### src/rtl/adpll_gain_sched_if.sv
// Control and gain bus between the top level, the gain scheduler and the ADPLL.
// The slave modport is the scheduler's view; master is the driving side.
interface adpll_gain_sched_if #(
  parameter int ERR_WIDTH  = 8,
  parameter int GAIN_WIDTH = 8
);
  logic                        enable_i;
  logic                        ref_clk_i;
  logic signed [ERR_WIDTH-1:0] error_i;
  logic [GAIN_WIDTH-1:0]       kp_acq_i;
  logic [GAIN_WIDTH-1:0]       ki_acq_i;
  logic [GAIN_WIDTH-1:0]       kp_trk_i;
  logic [GAIN_WIDTH-1:0]       ki_trk_i;
  logic                        adpll_enable_o;
  logic [GAIN_WIDTH-1:0]       kp_o;
  logic [GAIN_WIDTH-1:0]       ki_o;
  logic                        locked_o;
  logic [1:0]                  state_o;
  logic [7:0]                  restart_cnt_o;

  modport master (
    output enable_i, ref_clk_i, error_i, kp_acq_i, ki_acq_i, kp_trk_i, ki_trk_i,
    input  adpll_enable_o, kp_o, ki_o, locked_o, state_o, restart_cnt_o
  );

  modport slave (
    input  enable_i, ref_clk_i, error_i, kp_acq_i, ki_acq_i, kp_trk_i, ki_trk_i,
    output adpll_enable_o, kp_o, ki_o, locked_o, state_o, restart_cnt_o
  );
endinterface

### src/rtl/adpll_gain_sched.sv
// ADPLL gain scheduler and lock supervisor: acquisition/tracking gain selection,
// lock/unlock detection on reference-edge samples and timeout-driven loop restart.
module adpll_gain_sched #(
  parameter int ERR_WIDTH      = 8,
  parameter int GAIN_WIDTH     = 8,
  parameter int CNT_WIDTH      = 16,
  parameter int LOCK_THRESH    = 2,
  parameter int UNLOCK_THRESH  = 8,
  parameter int LOCK_COUNT     = 64,
  parameter int UNLOCK_COUNT   = 4,
  parameter int ACQ_TIMEOUT    = 4096,
  parameter int RESTART_CYCLES = 256
) (
  input  logic              fpga_clk_i,
  input  logic              reset_i,
  adpll_gain_sched_if.slave bus
);

  localparam logic [1:0] S_IDLE = 2'd0;
  localparam logic [1:0] S_ACQ  = 2'd1;
  localparam logic [1:0] S_TRK  = 2'd2;
  localparam logic [1:0] S_RST  = 2'd3;

  localparam logic [ERR_WIDTH:0]   LOCK_T    = (ERR_WIDTH+1)'(LOCK_THRESH);
  localparam logic [ERR_WIDTH:0]   UNLOCK_T  = (ERR_WIDTH+1)'(UNLOCK_THRESH);
  localparam logic [CNT_WIDTH-1:0] LOCK_N    = CNT_WIDTH'(LOCK_COUNT);
  localparam logic [CNT_WIDTH-1:0] UNLOCK_N  = CNT_WIDTH'(UNLOCK_COUNT);
  localparam logic [CNT_WIDTH-1:0] TIMEOUT_N = CNT_WIDTH'(ACQ_TIMEOUT);
  localparam logic [CNT_WIDTH-1:0] RESTART_N = CNT_WIDTH'(RESTART_CYCLES);

  // One extra bit so the most negative error has a representable magnitude.
  function automatic logic [ERR_WIDTH:0] abs_err(input logic signed [ERR_WIDTH-1:0] e);
    logic signed [ERR_WIDTH:0] ext;
    ext = {e[ERR_WIDTH-1], e};
    abs_err = (ext < 0) ? $unsigned(-ext) : $unsigned(ext);
  endfunction

  function automatic logic [CNT_WIDTH-1:0] sat_inc(input logic [CNT_WIDTH-1:0] c);
    sat_inc = (&c) ? c : c + CNT_WIDTH'(1);
  endfunction

  function automatic logic [7:0] sat_inc8(input logic [7:0] c);
    sat_inc8 = (&c) ? c : c + 8'd1;
  endfunction

  logic [1:0]            state, state_n;
  logic                  ref_q;
  logic [CNT_WIDTH-1:0]  lock_cnt, lock_n, to_cnt, to_n, unl_cnt, unl_n, rs_cnt, rs_n;
  logic [7:0]            rcnt, rcnt_n;
  logic                  samp, in_lock, out_lock;
  logic [ERR_WIDTH:0]    mag;
  logic                  en_n, locked_n;
  logic [GAIN_WIDTH-1:0] kp_n, ki_n;

  always_comb begin
    samp     = bus.ref_clk_i & ~ref_q;
    mag      = abs_err(bus.error_i);
    in_lock  = (mag <= LOCK_T);
    out_lock = (mag > UNLOCK_T);
    state_n  = state;
    lock_n   = lock_cnt;
    to_n     = to_cnt;
    unl_n    = unl_cnt;
    rs_n     = rs_cnt;
    rcnt_n   = rcnt;
    if (!bus.enable_i) begin
      state_n = S_IDLE;
    end else begin
      case (state)
        S_IDLE: begin
          state_n = S_ACQ;
          lock_n  = '0;
          to_n    = '0;
          unl_n   = '0;
          rs_n    = '0;
          rcnt_n  = '0;
        end
        S_ACQ: if (samp) begin
          to_n   = sat_inc(to_cnt);
          lock_n = in_lock ? sat_inc(lock_cnt) : '0;
          // Lock is tested first so it wins a tie with the timeout.
          if (lock_n >= LOCK_N) begin
            state_n = S_TRK;
            unl_n   = '0;
          end else if (to_n >= TIMEOUT_N) begin
            state_n = S_RST;
            rs_n    = '0;
            rcnt_n  = sat_inc8(rcnt);
          end
        end
        S_TRK: if (samp) begin
          unl_n = out_lock ? sat_inc(unl_cnt) : '0;
          if (unl_n >= UNLOCK_N) begin
            state_n = S_ACQ;
            lock_n  = '0;
            to_n    = '0;
            unl_n   = '0;
          end
        end
        default: begin
          rs_n = sat_inc(rs_cnt);
          if (rs_n >= RESTART_N) begin
            state_n = S_ACQ;
            lock_n  = '0;
            to_n    = '0;
            unl_n   = '0;
            rs_n    = '0;
          end
        end
      endcase
    end

    // Outputs decoded from the next state so they register with the state itself.
    en_n     = (state_n == S_ACQ) || (state_n == S_TRK);
    locked_n = (state_n == S_TRK);
    kp_n     = '0;
    ki_n     = '0;
    if (state_n == S_TRK) begin
      kp_n = bus.kp_trk_i;
      ki_n = bus.ki_trk_i;
    end else if (state_n != S_IDLE) begin
      kp_n = bus.kp_acq_i;
      ki_n = bus.ki_acq_i;
    end
  end

  always_ff @(posedge fpga_clk_i or posedge reset_i) begin
    if (reset_i) begin
      state              <= S_IDLE;
      ref_q              <= 1'b0;
      lock_cnt           <= '0;
      to_cnt             <= '0;
      unl_cnt            <= '0;
      rs_cnt             <= '0;
      rcnt               <= '0;
      bus.adpll_enable_o <= 1'b0;
      bus.kp_o           <= '0;
      bus.ki_o           <= '0;
      bus.locked_o       <= 1'b0;
    end else begin
      state              <= state_n;
      ref_q              <= bus.ref_clk_i;
      lock_cnt           <= lock_n;
      to_cnt             <= to_n;
      unl_cnt            <= unl_n;
      rs_cnt             <= rs_n;
      rcnt               <= rcnt_n;
      bus.adpll_enable_o <= en_n;
      bus.kp_o           <= kp_n;
      bus.ki_o           <= ki_n;
      bus.locked_o       <= locked_n;
    end
  end

  assign bus.state_o       = state;
  assign bus.restart_cnt_o = rcnt;

endmodule
### src/flat_wrapper.sv
// flat-port wrapper written by rule: the top's interface ports become plain ports
module adpll_gain_sched_flat 
#(
  parameter int ERR_WIDTH      = 8,
  parameter int GAIN_WIDTH     = 8,
  parameter int CNT_WIDTH      = 16,
  parameter int LOCK_THRESH    = 2,
  parameter int UNLOCK_THRESH  = 8,
  parameter int LOCK_COUNT     = 64,
  parameter int UNLOCK_COUNT   = 4,
  parameter int ACQ_TIMEOUT    = 4096,
  parameter int RESTART_CYCLES = 256
)
  (fpga_clk_i, reset_i, bus_enable_i, bus_ref_clk_i, bus_error_i, bus_kp_acq_i, bus_ki_acq_i, bus_kp_trk_i, bus_ki_trk_i, bus_adpll_enable_o, bus_kp_o, bus_ki_o, bus_locked_o, bus_state_o, bus_restart_cnt_o);
  adpll_gain_sched_if #(.ERR_WIDTH(ERR_WIDTH), .GAIN_WIDTH(GAIN_WIDTH)) bus_i ();
  input  logic fpga_clk_i;
  input  logic reset_i;
  input wire logic [$bits(bus_i.enable_i)-1:0] bus_enable_i;
  input wire logic [$bits(bus_i.ref_clk_i)-1:0] bus_ref_clk_i;
  input wire logic [$bits(bus_i.error_i)-1:0] bus_error_i;
  input wire logic [$bits(bus_i.kp_acq_i)-1:0] bus_kp_acq_i;
  input wire logic [$bits(bus_i.ki_acq_i)-1:0] bus_ki_acq_i;
  input wire logic [$bits(bus_i.kp_trk_i)-1:0] bus_kp_trk_i;
  input wire logic [$bits(bus_i.ki_trk_i)-1:0] bus_ki_trk_i;
  output wire logic [$bits(bus_i.adpll_enable_o)-1:0] bus_adpll_enable_o;
  output wire logic [$bits(bus_i.kp_o)-1:0] bus_kp_o;
  output wire logic [$bits(bus_i.ki_o)-1:0] bus_ki_o;
  output wire logic [$bits(bus_i.locked_o)-1:0] bus_locked_o;
  output wire logic [$bits(bus_i.state_o)-1:0] bus_state_o;
  output wire logic [$bits(bus_i.restart_cnt_o)-1:0] bus_restart_cnt_o;
  assign bus_i.enable_i = bus_enable_i;
  assign bus_i.ref_clk_i = bus_ref_clk_i;
  assign bus_i.error_i = bus_error_i;
  assign bus_i.kp_acq_i = bus_kp_acq_i;
  assign bus_i.ki_acq_i = bus_ki_acq_i;
  assign bus_i.kp_trk_i = bus_kp_trk_i;
  assign bus_i.ki_trk_i = bus_ki_trk_i;
  assign bus_adpll_enable_o = bus_i.adpll_enable_o;
  assign bus_kp_o = bus_i.kp_o;
  assign bus_ki_o = bus_i.ki_o;
  assign bus_locked_o = bus_i.locked_o;
  assign bus_state_o = bus_i.state_o;
  assign bus_restart_cnt_o = bus_i.restart_cnt_o;
  adpll_gain_sched #(.ERR_WIDTH(ERR_WIDTH), .GAIN_WIDTH(GAIN_WIDTH), .CNT_WIDTH(CNT_WIDTH), .LOCK_THRESH(LOCK_THRESH), .UNLOCK_THRESH(UNLOCK_THRESH), .LOCK_COUNT(LOCK_COUNT), .UNLOCK_COUNT(UNLOCK_COUNT), .ACQ_TIMEOUT(ACQ_TIMEOUT), .RESTART_CYCLES(RESTART_CYCLES)) u_core (.fpga_clk_i(fpga_clk_i), .reset_i(reset_i), .bus(bus_i));
endmodule
### config.mk
export PLATFORM = sky130hd
export DESIGN_NAME = adpll_gain_sched_flat
export DESIGN_NICKNAME = d
export VERILOG_FILES = /design/src/rtl/adpll_gain_sched_if.sv /design/src/rtl/adpll_gain_sched.sv /design/src/flat_wrapper.sv
export SDC_FILE = /design/constraint.sdc
export NUM_CORES = 1
export LEC_CHECK = 0
export BUFFER_PORTS_ARGS = -buffer_cell sky130_fd_sc_hd__buf_2
export CORE_UTILIZATION = 35
export DETAILED_ROUTE_END_ITERATION = 6
export HOLD_SLACK_MARGIN = 0.1
export MAX_ROUTING_LAYER = met4
export PLACE_DENSITY_LB_ADDON = 0.25
export SLEW_MARGIN = 20
export SYNTH_ARGS = -nofsm -noshare
export SYNTH_HDL_FRONTEND = slang
export SYNTH_SLANG_ARGS = --single-unit
### constraint.sdc
create_clock -name fpga_clk_i -period 7 [get_ports fpga_clk_i]
set_clock_uncertainty 0.2 [all_clocks]
set_input_delay 1.4 -clock fpga_clk_i [delete_from_list [all_inputs] [get_ports fpga_clk_i]]
set_output_delay 1.4 -clock fpga_clk_i [all_outputs]
set_load 0.03 [all_outputs]
==> results_dict.tcl, run 1 <==
set metrics [dict create \
    status "finished, final reports clean" \
    crit_type "in -> reg" \
    wire_length_of_the_first_global_routing_pass_um 23000 \
    clock_path_buffers 2 \
    synth_area_mm2 0.00544 \
    grt_antenna_before_repair 0 \
    row_count 45 \
    finalPower_mw 1.22 \
    post_cts_resized 0 \
    synth.ff_latch_count 93 \
    grt_max_degree 82 \
    ant_nets 0 \
    finish.cell_count_without_fillers 864 \
    post_drt_via_cell_ratio 5.68 \
    boundary_pins 72 \
    chipWidth_um 127 \
    io_buffer_count 71 \
    timing.setup.tns_ns 0 \
    postSynthCellCount 608 \
    mappedNetlistNets 660 \
    numCtsBuffers 9 \
    drt-pass1-iter-count 5 \
    async_reset_ff_share_pct 100 \
    worst-path-buf-inv 2 \
    setup_violations 0 \
    layout-drive-gt1-share_pct 16.1 \
    maximum_fanout_along_the_worst_path 19 \
    globalRoute.totalOverflow 0 \
    yosysUniqueCellTypes 68 \
    final_replace_weighted_congestion 0.914 \
    synthToLayoutAreaGrowth_pct 14.8 \
    cp_cell_sequence "buf_2 -> inv_1 -> ha_1 -> nor3b_1 -> mux2i_1 -> a21oi_1 -> a21oi_1 -> nor2b_1 -> or3b_1 -> or2_2 -> ha_1 -> nor2_1 -> a22o_1" \
    cts_setup_buffers 0 \
    h-tree-depth 3 \
    timing.final.hold_violations 0 \
    post-route-min-period_ns 5.30 \
    postSynth.topFlopCell "sky130_fd_sc_hd__dfrtp_1" \
    vias_in_the_first_global_route 4753 \
    drt_wl_total_um 13600 \
    synthesis.area_per_instance_um2 8.94 \
    period_utilisation_layout_pct 75.7 \
    crit_path_end_kind "register" \
    holdCritPathClass "reg -> reg" \
    fp.dieH_um 127 \
    maxSlewHeadroom_pct 32.1 \
    antennaDiodeCount 0 \
    count_of_flip_flops_with_a_built_in_enable_after_synthesis 0 \
    ir_drop_mv 0.105 \
    cts_sinks 93 \
    initial_core_util_pct 35.8 \
    floorplan.die_area_mm2 0.0160 \
    dpl.hpwl_um 9560 \
    tightest_pin_transition_ns 1.01 \
    cp_data_required_time_ns 7.08 \
    rsz0062_at_grt "no" \
    yosys_warnings 0 \
    postCtsHoldBufs 0 \
    globalRouteTotalUtil_pct 18.2 \
    clock_input_transition_at_the_sequential_cells_of_the_worst_setup_and_hold_paths_ns 0.07 \
    worstSkewPairLatency_ns 0.35 \
    leakage_power_total_nw 2.71 \
    timing.critical_path.max_delay_family "simple AND/OR/NAND/NOR gates" \
    power_density_mw_per_mm2 195 \
    drc 0 \
    detailroute.via_count 4908 \
    startpoint_class "primary input" \
    max_freq_ghz 0.189 \
    final_nets 723 \
    drt_iter0_drc 425 \
    synth.yosys.seq_area_share_pct 42.8 \
    timing.max_cap.violations 0 \
    critical-path-max-stage-delay_ns 0.87 \
    critPathArrivalTime_ns 5.38 \
    drv_slew 0 \
    critPathSlowestCell "sky130_fd_sc_hd__nor2_1" \
    route.detailed.wl_per_inst_um 15.8 \
    clockRootBuffer "sky130_fd_sc_hd__clkbuf_16" \
    dp.cells 848 \
    cts_tree "built" \
    core_area_mm2 0.0152 \
]
-- layout by cell type (no fill, tap or decap), drive strengths merged, types with 8 or more instances in the layout --
cell type	instances
nor4	12
o31ai	16
inv	21
dfrtp	93
nand3	28
mux2i	8
a31oi	21
nor2b	18
nand4	22
a21oi	22
ha	8
clkbuf	9
and3	12
nor2	48
buf	75
o21ai	39
nand2	58
a22o	15
nand2b	9
and2	11
nor3	27
-- layer usage --
layer	routed length, um	vias to the layer above	GRT usage, %
met5	0	-	-
met4	187	0	6.24
met3	470	15	2.83
met2	6300	116	27.9
met1	6670	2360	24.6
li1	-	2417	-
-- cell families after synthesis --
logic type               after synthesis  synth area share, %
adder cells (fa/ha/maj)                8                 1.84
XOR/XNOR                               3                0.483
flip-flops                            93                 42.8
multiplexers                          11                 2.09
AND/OR/NAND/NOR                      287                 28.6
buffers and inverters                 41                 3.22
AO/OA/AOI/OAI                        165                 20.9
-- sequential cells by signal, summed over array words and instances, names as in the netlist --
register and count:
u_core.lock_cnt 16, u_core.bus.kp_o 8, u_core.bus.adpll_enable_o 1, u_core.unl_cnt 16, u_core.bus.locked_o 1, u_core.ref_q 1
u_core.to_cnt 16, u_core.bus.restart_cnt_o 8, u_core.rs_cnt 16, u_core.bus.state_o 2, u_core.bus.ki_o 8
-- report_power, final --
group          total (mW)  internal, mW  switching [mW]  leakage (nW)
registers           0.585         0.558          0.0270          1.27
clock network       0.484         0.250           0.234         0.145
logic               0.148        0.0518          0.0964          1.29
total                1.22         0.860           0.358          2.71
-- synth_stat cells (4+ instances only) --
| cell type | n | area (um^2) |
|---|---|---|
| sky130_fd_sc_hd__nor3b_1 | 7 | 52.6 |
| sky130_fd_sc_hd__clkbuf_1 | 13 | 48.8 |
| sky130_fd_sc_hd__and3_1 | 12 | 75.1 |
| sky130_fd_sc_hd__a31oi_1 | 21 | 131 |
| sky130_fd_sc_hd__o21a_1 | 5 | 37.5 |
| sky130_fd_sc_hd__and2_1 | 11 | 68.8 |
| sky130_fd_sc_hd__a22o_1 | 15 | 131 |
| sky130_fd_sc_hd__a21oi_1 | 22 | 110 |
| sky130_fd_sc_hd__nand3_1 | 27 | 135 |
| sky130_fd_sc_hd__a41oi_1 | 5 | 43.8 |
| sky130_fd_sc_hd__ha_1 | 8 | 100 |
| sky130_fd_sc_hd__nor4_1 | 12 | 75.1 |
| sky130_fd_sc_hd__o31ai_1 | 15 | 113 |
| sky130_fd_sc_hd__nor3_1 | 26 | 130 |
| sky130_fd_sc_hd__dfrtp_1 | 93 | 2330 |
| sky130_fd_sc_hd__a2bb2oi_1 | 6 | 52.6 |
| sky130_fd_sc_hd__nor2b_1 | 18 | 113 |
| sky130_fd_sc_hd__nand2b_1 | 9 | 56.3 |
| sky130_fd_sc_hd__nand3b_1 | 7 | 52.6 |
| sky130_fd_sc_hd__inv_1 | 17 | 63.8 |
| sky130_fd_sc_hd__o21ai_0 | 38 | 190 |
| sky130_fd_sc_hd__o211ai_1 | 4 | 30.0 |
| sky130_fd_sc_hd__or3_1 | 7 | 43.8 |
| sky130_fd_sc_hd__mux2i_1 | 8 | 80.1 |
| sky130_fd_sc_hd__buf_2 | 8 | 40.0 |
| sky130_fd_sc_hd__and4_1 | 4 | 35.0 |
| sky130_fd_sc_hd__nand4_1 | 19 | 119 |
| sky130_fd_sc_hd__o22a_1 | 5 | 43.8 |
| sky130_fd_sc_hd__nor2_1 | 47 | 176 |
| sky130_fd_sc_hd__nand2_1 | 58 | 218 |
-- metrics by stage --
stage	util [%]	area, um^2	hold slack [ns]	setup slack (ns)
after floorplan	-	5440	0.254	2.45
after global placement	39.2	5950	0.271	1.51
after detailed placement	39.2	5950	0.271	1.32
after CTS	41.0	6240	0.293	1.68
after global routing	41.1	6240	0.306	1.35
final	41.1	6240	0.294	1.70
-- final timing paths --
kind                                   startpoint                  to  slack (ns)  cells past startpoint
worst max-delay path               bus_error_i[0]  u_core.bus.kp_o[0]        1.70                     13
worst min-delay path            u_core.rs_cnt[15]   u_core.rs_cnt[15]        0.29                      1
worst max register to register  u_core.unl_cnt[0]  u_core.bus.kp_o[0]        2.10                     11
worst min register to register  u_core.rs_cnt[15]   u_core.rs_cnt[15]        0.29                      1
max in group asynchronous                 reset_i    u_core.to_cnt[4]        4.86                      3
min in group asynchronous                 reset_i   u_core.unl_cnt[4]        0.76                      2
-- cell type report --
cell class / count / area (um^2)
clock buffers: 9 / 225
clock inverters: 7 / 62.6
flip-flops and latches: 93 / 2330
inverters: 18 / 68.8
fillers: 1494 / 8960
multi-input cells: 474 / 2940
repair buffers: 75 / 389
well taps: 188 / 235
-- worst register-to-register path, delay by kind of cell (launching register included) --
kind | cells | cell delay (ns)
AOI/OAI and AO/OA | 3 | 1.17
adders and majority gates | 2 | 0.86
DFF | 1 | 0.44
and+or+nand+nor | 6 | 2.12
Power figures use the tool's default switching activity.
==> run 2: changes to the inputs <==
--- a/config.mk
+++ b/config.mk
@@ -5,6 +5,7 @@
 export SDC_FILE = /design/constraint.sdc
 export NUM_CORES = 1
 export LEC_CHECK = 0
+export ABC_AREA = 1
 export BUFFER_PORTS_ARGS = -buffer_cell sky130_fd_sc_hd__buf_2
 export CORE_UTILIZATION = 35
 export DETAILED_ROUTE_END_ITERATION = 6
==> constraint.sdc (replaced) <==
create_clock -name fpga_clk_i -period 4.8 [get_ports fpga_clk_i]
set_clock_uncertainty 0.2 [all_clocks]
set_input_delay 0.96 -clock fpga_clk_i [delete_from_list [all_inputs] [get_ports fpga_clk_i]]
set_output_delay 0.96 -clock fpga_clk_i [all_outputs]
set_load 0.03 [all_outputs]
==> run 2 against run 1 <==
Compared with the run above:
- sequential share of layout area shrank 3.8 points
- core utilization fell by 0.88 points
- sequential power increased by 39%
- critical path depth grew 3
- clock power is 44% higher
- first-iteration DRC count down 28%
- largest power group unchanged
- critical path type is now reg -> reg
==> results_dict.tcl, run 2 <==
set metrics [dict create \
    layout-drive-gt1-share_pct 21.1 \
    cp_data_required_time_ns 4.82 \
    cts_sinks 93 \
    critPathSlowestCell "sky130_fd_sc_hd__ha_1" \
    holdCritPathClass "reg -> reg" \
    numCtsBuffers 9 \
    core_area_mm2 0.0173 \
    synth-compound-area-share_pct 11.6 \
    drt_wl_total_um 13100 \
    leakage_power_total_nw 3.27 \
    crit_type "reg -> reg" \
    post-route-min-period_ns 3.81 \
    grt_max_degree 66 \
    final_replace_weighted_congestion 0.831 \
    critical-path-max-stage-delay_ns 0.52 \
    dpl.hpwl_um 9520 \
    cell_occurring_most_often_along_the_worst_timing_path "sky130_fd_sc_hd__nand3_1" \
    timing.setup.tns_ns 0 \
    drv_slew 0 \
    cp_cell_sequence "ha_1 -> nand3_1 -> nor2_2 -> nand3_1 -> nand3_1 -> nand3_1 -> nand3_2 -> nor2_2 -> nand3_1 -> nand2_1 -> nand3_1 -> nand2_1 -> inv_1 -> ha_1 -> or2_2 -> o21ai_0" \
    synthToLayoutAreaGrowth_pct 12.2 \
    synthMostInstantiatedCell "sky130_fd_sc_hd__nand2_1" \
    synth_area_mm2 0.00620 \
    h-tree-depth 3 \
    max_freq_ghz 0.262 \
    async_reset_ff_share_pct 100 \
    main_combinational_cell_family_by_area_after_synthesis "simple AND/OR/NAND/NOR gates" \
    vias_in_the_first_global_route 4899 \
    synthTopCellsByArea "sky130_fd_sc_hd__dfrtp_1, sky130_fd_sc_hd__nand2_1, sky130_fd_sc_hd__nand3_1, sky130_fd_sc_hd__o21ai_2, sky130_fd_sc_hd__inv_1" \
    synth.yosys.seq_area_share_pct 37.6 \
    synth.mux.area_fraction_pct 0 \
    postSynthCellCount 837 \
    count_of_flip_flops_with_a_built_in_enable_after_synthesis 0 \
    maxSlewHeadroom_pct 43.0 \
    cts_setup_buffers 0 \
    globalRoute.totalOverflow 0 \
    period_utilisation_layout_pct 79.4 \
    yosysUniqueCellTypes 41 \
    fillers 1845 \
    synthesis.area_per_instance_um2 7.40 \
    status "finished, final reports clean" \
    synthSimpleGateAreaFrac_pct 36.0 \
    io_buffer_count 71 \
    grt_antenna_before_repair 0 \
    final.setup.worst_slack_ns 0.989 \
    placedInstanceArea_mm2 0.00667 \
    synth.largest_area_cell "sky130_fd_sc_hd__dfrtp_1" \
    critPathArrivalTime_ns 3.83 \
    post_drt_via_cell_ratio 4.73 \
    clockRootBuffer "sky130_fd_sc_hd__clkbuf_16" \
    clock_path_buffers 2 \
    worstSkewPairLatency_ns 0.35 \
    floorplan.die_area_mm2 0.0182 \
    startpoint_class "register" \
    ant_nets 0 \
    fp.dieH_um 135 \
    tightest_pin_transition_ns 0.848 \
    chipWidth_um 135 \
    timing.max_cap.violations 0 \
    row_count 48 \
    timing.final.hold_violations 0 \
    maximum_fanout_along_the_worst_path 18 \
    synth.ff_latch_count 93 \
    cts_tree "built" \
    synthDominantCellAreaShare_pct 37.6 \
    detailroute.via_count 5330 \
    drc 0 \
    crit_path_end_kind "register" \
    mappedNetlistNets 889 \
    globalRouteTotalUtil_pct 16.0 \
    ir_drop_mv 0.188 \
    layout.cells.most_common_list "sky130_fd_sc_hd__nand2_1, sky130_fd_sc_hd__dfrtp_1, sky130_fd_sc_hd__inv_1, sky130_fd_sc_hd__nand3_1, sky130_fd_sc_hd__nor2_1" \
    final_nets 949 \
    drt_iter0_drc 307 \
    setup_violations 0 \
    power_density_mw_per_mm2 242 \
    multi_input_area_mm2 0.00331 \
    synth_top_cells_by_count "sky130_fd_sc_hd__nand2_1, sky130_fd_sc_hd__dfrtp_1, sky130_fd_sc_hd__inv_1" \
    finalPower_mw 1.68 \
    pre_cts_ws_ns 0.593 \
    post_cts_resized 0 \
    initial_core_util_pct 35.8 \
    route.detailed.wl_per_inst_um 11.6 \
    layout.area.seq_mm2 0.00233 \
    clock_input_transition_at_the_sequential_cells_of_the_worst_setup_and_hold_paths_ns 0.07 \
    postSynth.topFlopCell "sky130_fd_sc_hd__dfrtp_1" \
    antennaDiodeCount 0 \
    mostFrequentLayoutCell "sky130_fd_sc_hd__nand2_1" \
    synth-adder-area-share_pct 1.62 \
    fin_area_mm2 0.00695 \
    xor_xnor_cell_area_share_of_the_yosys_netlist_pct 4.24 \
    rsz0062_at_grt "no" \
    wire_length_of_the_first_global_routing_pass_um 23100 \
    postCtsHoldBufs 0 \
    boundary_pins 72 \
    yosys_warnings 0 \
    drt-pass1-iter-count 5 \
]
==> run 2: cell types whose count changed after synthesis, moves of 10 or more <==
cell                      previous run  this run
sky130_fd_sc_hd__buf_6               1        12
sky130_fd_sc_hd__nand2_1            58       217
sky130_fd_sc_hd__a31oi_1            21         1
sky130_fd_sc_hd__nor2_1             47        81
sky130_fd_sc_hd__xor2_1              0        23
sky130_fd_sc_hd__o21ai_2             0        44
sky130_fd_sc_hd__and3_1             12         2
sky130_fd_sc_hd__nor2b_1            18         0
sky130_fd_sc_hd__o31ai_1            15         0
sky130_fd_sc_hd__inv_1              17        85
sky130_fd_sc_hd__nor3_1             26         8
sky130_fd_sc_hd__a21oi_1            22        12
sky130_fd_sc_hd__a22o_1             15         0
sky130_fd_sc_hd__nand3_1            27        84
==> run 2: kinds of logic (layout without fill, tap and decap cells) <==
group / Yosys count / count (layout)
AO/OA/AOI/OAI: 108 / 108
XOR/XNOR: 30 / 30
adder cells (fa/ha/maj): 8 / 8
buffers and inverters: 119 / 184
flip-flops: 93 / 93
AND/OR/NAND/NOR: 479 / 479
==> run 2: path summary, 6_finish.rpt <==
check / from / end / slack (ns) / cells after the start
min in group asynchronous: reset_i / u_core.lock_cnt[4] / 0.57 / 2
max: u_core.lock_cnt[0] / u_core.bus.ki_o[6] / 0.99 / 16
min reg2reg: u_core.rs_cnt[1] / u_core.rs_cnt[1] / 0.32 / 2
min: u_core.rs_cnt[1] / u_core.rs_cnt[1] / 0.32 / 2
max in group asynchronous: reset_i / u_core.rs_cnt[14] / 3.07 / 3
max reg2reg: u_core.lock_cnt[0] / u_core.bus.ki_o[6] / 0.99 / 16
==> run 2: power by group <==
part           switching [mW]  total (mW)  internal, mW  leakage [nW]
Clock                   0.325       0.695         0.369         0.135
Combinational           0.120       0.173        0.0531          1.86
Sequential             0.0140       0.814         0.800          1.27
Total                   0.459        1.68          1.22          3.27
==> run 2: final cells by class <==
class	instances	share of cell area, %
multi-input cells	625	47.7
flip-flops and latches	93	33.5
repair buffers	76	5.65
inverters	92	5.04
well taps	225	4.05
clock buffers	10	3.44
clock inverters	6	0.666
==> run 2: worst max-delay path: cells and delay by family, from the launching register on <==
kind                       cells  cell delay (ns)
and+or+nand+nor               12             1.97
adders and majority gates      2             0.83
DFF                            1             0.45
AOI/OAI and AO/OA              1             0.14
buffers and inverters          1             0.08
==> run 2: metrics by stage <==
step                      std cells  hold slack [ns]  utilization, %
after floorplan                 837            0.277               -
after global routing           1127            0.336            40.2
after CTS                      1127            0.323            40.2
after global placement         1111            0.302            38.5
final                          1127            0.321            40.2
after detailed placement       1111            0.304            38.5
==> run 2: metal layers <==
metal  vias up  track usage [%]  part of all wire (%)
met2        97             23.7                    43
met3        10             2.85                   4.0
met1      2393             21.8                    52
met4         0             5.62                   1.4
met5         -                -                     0
li1       2830                -                     -
